`config.mk`:
```
export PLATFORM = sky130hd
export DESIGN_NAME = fetch_unit
export DESIGN_NICKNAME = d
export VERILOG_FILES = /design/src/rtl/fetch_unit.sv
export SDC_FILE = /design/constraint.sdc
export NUM_CORES = 1
export LEC_CHECK = 0
export CORE_UTILIZATION = 25
export CTS_CLUSTER_DIAMETER = 100
export DETAILED_ROUTE_END_ITERATION = 6
export PLACE_DENSITY_LB_ADDON = 0.3
export SETUP_SLACK_MARGIN = 0.15
export SLEW_MARGIN = 15
export SYNTH_ARGS = -nofsm -noshare
export SYNTH_HDL_FRONTEND = slang
export SYNTH_SLANG_ARGS = --single-unit
```
`constraint.sdc`:
```
create_clock -name clk_i -period 4.2 [get_ports clk_i]
set_clock_uncertainty 0.15 [all_clocks]
set_input_delay 1.05 -clock clk_i [delete_from_list [all_inputs] [get_ports clk_i]]
set_output_delay 1.05 -clock clk_i [all_outputs]
set_load 0.02 [all_outputs]
```
`src/rtl/fetch_unit.sv`:
```
// ----------------------------------------------------------------------------
// fetch_unit
//   Instruction fetch front end. It walks a fetch PC through instruction
//   memory with at most one read in flight, and buffers returned words in a
//   small FIFO that presents its head entry to IF/ID. Branch redirects flush
//   the buffer. A response to a request that was overtaken by a redirect is
//   dropped.
//
//   Optional feature macro: FETCH_BUF2_EN
//     defined   -> 2-entry buffer, so fetching continues through a one-cycle
//                  stall
//     undefined -> 1-entry buffer (default build)
//
//   Ports
//     clk_i            clock, all state changes on its rising edge
//     rst_i            synchronous active-high reset
//     stall_i          1 = IF/ID not accepting; the head entry is held
//     branch_i         single-cycle redirect request
//     branch_target_i  redirect byte address (low two bits ignored)
//     imem_req_o       one-cycle read request pulse
//     imem_addr_o      read address, valid with imem_req_o
//     imem_valid_i     read data return strobe (latency >= 1 cycle)
//     imem_data_i      returned instruction word
//     valid_o          head entry holds a real instruction
//     pc_o             byte address of the head instruction
//     instruction_o    head instruction word
// ----------------------------------------------------------------------------
module fetch_unit #(
  parameter logic [31:0] RESET_PC = 32'h0000_0000
) (
  input  logic        clk_i,
  input  logic        rst_i,
  input  logic        stall_i,
  input  logic        branch_i,
  input  logic [31:0] branch_target_i,
  output logic        imem_req_o,
  output logic [31:0] imem_addr_o,
  input  logic        imem_valid_i,
  input  logic [31:0] imem_data_i,
  output logic        valid_o,
  output logic [31:0] pc_o,
  output logic [31:0] instruction_o
);

`ifdef FETCH_BUF2_EN
  localparam logic [1:0] DEPTH = 2'd2;
`else
  localparam logic [1:0] DEPTH = 2'd1;
`endif

  typedef enum logic [1:0] {
    S_IDLE    = 2'd0,
    S_WAIT    = 2'd1,
    S_DISCARD = 2'd2
  } state_t;

  state_t      state_reg;
  logic [31:0] fetch_pc_reg;
  logic [1:0]  count_reg;
  // Buffer slots: head is the entry presented downstream, tail is only
  // ever written in the 2-entry build.
  logic [31:0] head_pc_reg;
  logic [31:0] head_instr_reg;
  logic [31:0] tail_pc_reg;
  logic [31:0] tail_instr_reg;

  logic        has_entry;
  logic        pop;
  logic        slot_free;
  logic        push;
  logic        req_idle;
  logic        req_wait;
  logic [1:0]  count_next;
  logic [1:0]  wr_idx;
  logic [31:0] pc_plus4;

  // Redirect targets are word aligned; the low bits are dropped.
  logic unused_target_bits;
  assign unused_target_bits = ^branch_target_i[1:0];

  always_comb begin
    has_entry  = (count_reg != 2'd0);
    pop        = has_entry && !stall_i;
    // A slot freed by this cycle's pop can be claimed by a new request.
    slot_free  = (count_reg < DEPTH) || pop;
    // A request is only issued while a slot is reserved for it, so a
    // response never lands on a full buffer unless a pop frees a slot.
    push       = (state_reg == S_WAIT) && imem_valid_i && !branch_i;
    wr_idx     = count_reg - {1'b0, pop};
    count_next = count_reg + {1'b0, push} - {1'b0, pop};
    // Natural 32-bit overflow gives the FFFF_FFFC -> 0000_0000 wrap.
    pc_plus4   = fetch_pc_reg + 32'd4;
    req_idle   = (state_reg == S_IDLE) && slot_free && !branch_i;
    // Back-to-back request from WAIT when the pushed word leaves room.
    req_wait   = push && (count_next < DEPTH);
  end

  // The request is decoded from registered state so that it can go out in
  // the same cycle a slot frees up (and in the first cycle after reset).
  assign imem_req_o    = !rst_i && (req_idle || req_wait);
  assign imem_addr_o   = req_wait ? pc_plus4 : fetch_pc_reg;
  assign valid_o       = !rst_i && has_entry;
  assign pc_o          = rst_i ? 32'd0 : head_pc_reg;
  assign instruction_o = rst_i ? 32'd0 : head_instr_reg;

  always_ff @(posedge clk_i) begin
    if (rst_i) begin
      state_reg      <= S_IDLE;
      fetch_pc_reg   <= RESET_PC;
      count_reg      <= 2'd0;
      head_pc_reg    <= 32'd0;
      head_instr_reg <= 32'd0;
      tail_pc_reg    <= 32'd0;
      tail_instr_reg <= 32'd0;
    end else if (branch_i) begin
      // Redirect wins over stall and over any returning word.
      count_reg    <= 2'd0;
      fetch_pc_reg <= {branch_target_i[31:2], 2'b00};
      case (state_reg)
        // Outstanding read not yet back: remember to drop it.
        S_WAIT:  state_reg <= imem_valid_i ? S_IDLE : S_DISCARD;
        default: state_reg <= state_reg;
      endcase
    end else begin
      count_reg <= count_next;
      if (push) begin
        fetch_pc_reg <= pc_plus4;
      end

      if (push && (wr_idx == 2'd0)) begin
        head_pc_reg    <= fetch_pc_reg;
        head_instr_reg <= imem_data_i;
      end else if (pop) begin
        head_pc_reg    <= tail_pc_reg;
        head_instr_reg <= tail_instr_reg;
      end

      if ((DEPTH == 2'd2) && push && (wr_idx == 2'd1)) begin
        tail_pc_reg    <= fetch_pc_reg;
        tail_instr_reg <= imem_data_i;
      end

      case (state_reg)
        S_IDLE: begin
          // Responses seen here belong to requests killed by reset.
          if (req_idle) begin
            state_reg <= S_WAIT;
          end
        end
        S_WAIT: begin
          if (imem_valid_i) begin
            state_reg <= req_wait ? S_WAIT : S_IDLE;
          end
        end
        S_DISCARD: begin
          if (imem_valid_i) begin
            state_reg <= S_IDLE;
          end
        end
        default: state_reg <= S_IDLE;
      endcase
    end
  end

endmodule

```
==> flow_metrics.py <==
metrics = {
    "outcome": {
        "run_status": "finished, final reports clean",
    },
    "route": {
        "detail-route-antenna-nets": 0,
        "drt_iter0_markers": 314,
        "routed_wl_um": 17400,
        "vias_per_cell": 4.93,
        "vias": 4993,
        "drt_pre_antenna_iters": 5,
        "wl_per_cell_um": 17.2,
        "drc": 0,
    },
    "setup_path": {
        "cp_cell_sequence": "buf_8 -> nand4bb_4 -> xnor2_2 -> ha_4 -> xor2_4 -> nor3_4 -> buf_6 -> buf_16 -> and4_1 -> xor2_1 -> buf_4",
        "worstPathMaxFanout": 5,
        "r2r_start": "fetch_pc_reg[3]",
        "timing.critical_path.arrival_ps": 2900,
        "crit_family": "buffers and inverters",
        "startpoint_type": "primary input",
        "slowest_stage": "nand4bb_4",
        "required_ps": 3000,
        "crit_start": "branch_i",
        "critPathKind": "in2out",
        "end_kind": "output pin",
        "critPathMaxStageDelay_ps": 210,
        "crit_buf_inv": 4,
    },
    "finish": {
        "area_growth_pct": 51.4,
        "layout.nets": 809,
        "largest_reg_flops": 32,
        "drive_above_1_share": 0.192,
        "multi_input_area_um2": 3130,
        "regArea_um2": 1920,
        "final_cells": 1013,
        "n_antenna_cell": 0,
        "fill_cells": 2059,
    },
    "timing": {
        "hold_ws_ps": 433,
        "period_share": 0.977,
        "tightest_slew_ps": 739,
        "finalHoldViolations": 0,
        "min_period_ps": 4100,
        "final.setup.tns_ps": 0,
        "setup_viol_count_final": 0,
        "max_slew_margin": 0.505,
        "drv_slew": 0,
        "rsz0062_at_grt": "yes",
        "max_clock_freq_ghz": 0.244,
    },
    "floorplanning": {
        "rows": 52,
        "core_um2": 20200,
        "die_x_um": 145,
        "start_util": 0.254,
        "io-pin-count": 167,
        "die_area_um2": 21100,
        "chipHeight_um": 145,
    },
    "yosys": {
        "synth_seq_cells": 96,
        "ys_seq_area_frac": 0.375,
        "async_flop_share": 0,
        "synth_top_area_share": 0.375,
        "yosysWarningCount": 0,
        "ys_top_cells_by_count": "dfxtp_1 (96), nor2b_1 (63), a22o_1 (62)",
        "synth_area_leader_cell": "dfxtp_1",
        "synthCells": 584,
        "syn_area_per_cell_um2": 8.78,
        "synth_cell_types": 56,
        "yosysMostFrequentCell": "dfxtp_1",
        "synth_area_um2": 5130,
        "synth-edff-count": 0,
        "synthTopCellsByArea": "dfxtp_1 (37%), a22o_1 (11%), nor2b_1 (7.7%), xnor2_1 (5.8%), nand4_1 (3.8%)",
        "synth_flop_cell": "dfxtp_1",
    },
    "clocking": {
        "tritoncts": "done",
        "htree_num_levels": 3,
        "clock_latency_ps": 350,
        "clockRootBuffer": "clkbuf_16",
        "clk_path_buf_depth": 2,
        "clock-sinks": 96,
        "cts_buffers": 9,
        "postCtsHoldBufs": 0,
        "path_clk_slew_ps": 70,
    },
    "grt": {
        "antenna_found_initial": 0,
        "grt_overflow": 0,
        "grt_use_total": 0.165,
        "grt_max_degree": 65,
        "grt_pass1_vias": 4794,
        "grt_pass1_wl_um": 27500,
    },
    "power_and_ir_drop": {
        "power_density_nw_per_um2": 289,
        "peakVddDrop_uv": 143,
        "p_leak_nw": 2.92,
    },
    "place": {
        "dp_hpwl_um": 11600,
        "io_buffers": 160,
        "gp_congestion": 0.796,
        "dp_cells": 986,
    },
    "run": {
        "maxCapViolCount": 0,
    },
    "min_path": {
        "worstHoldStart": "fetch_pc_reg[21]",
        "hold_class": "reg2reg",
    },
}
==> placed cells by master, fill, tap and decap left out, drive strengths merged, types with 3 or more instances in the layout <==
cell	count
and4	9
nor3	18
o21ai	9
nor2	32
conb	4
xnor2	34
nand2	29
dfxtp	96
clkbuf	12
inv	11
nor2b	63
a21oi	4
nor4	7
a311o	5
a31oi	5
clkinvlp	3
nand4	31
buf	78
a22o	62
o31ai	4
clkdlybuf4s50	125
xor2	7
and2	4
o211ai	3
or4	3
o31a	7
nand3	19
a311oi	7
a211oi	12
or3	3
and3	6
==> where the power goes <==
group	leakage, nW	internal, mW	total [mW]	switching [mW]
Combinational	1.99	0.178	0.351	0.173
Clock	0.148	0.522	0.909	0.387
Sequential	0.782	0.940	0.980	0.0402
Total	2.92	1.64	2.24	0.600
==> worst paths after layout <==
path	end	slack [ps]	cells after the start
worst min register to register	head_pc_reg[21]	430	1
worst min-delay path	head_pc_reg[21]	430	1
worst max register to register	fetch_pc_reg[24]	1640	5
worst max-delay path	imem_addr_o[5]	100	11
==> layout make-up <==
type / instances / area share
clock buffers: 9 / 0.0290
clock inverters: 7 / 0.0124
repair buffers: 207 / 0.259
multi-input cells: 413 / 0.403
flip-flops and latches: 96 / 0.248
inverters: 11 / 0.00532
well taps: 270 / 0.0435
==> per-layer routing <==
layer	global-route usage	vias up	wire length (µm)
met5	0	-	0
met4	0.0521	0	228
met3	0.0280	16	938
met2	0.243	170	7490
met1	0.244	2359	8720
li1	-	2448	-
==> cell families (layout without fill, tap and decap cells) <==
kind of cell,count (synthesis),count (layout),synth area share
xor gates and xnor gates,41,41,0.0700
muxes,1,1,0.00220
buffers and inverters,78,234,0.0791
and+or+nand+nor,234,234,0.258
AOI/OAI and AO/OA,131,131,0.210
DFF,96,96,0.375
other,1,4,0.000731
adders and majority gates,2,2,0.00488
==> through the flow <==
stage               area [µm²]  worst slack, ps   util  total power, mW
floorplan                 5350              158      -             1.18
global placement          7240             -764  0.359             1.34
detailed placement        7240             -788  0.359             1.34
CTS                       7660              106  0.380             2.26
global route              7760             2.02  0.385             2.33
finish                    7760             97.3  0.385             2.24
==> repair_timing <==
action | 4_1_cts | 5_1_grt
gates resized for setup | 137 | 32
pin swaps | 5 | 4
gates cloned | 2 | 1
setup buffers | 6 | 2
setup endpoints to repair | 31 | 31
endpoints found under the hold margin | 0 | 0
No activity file was read; power rests on OpenSTA's default activity.
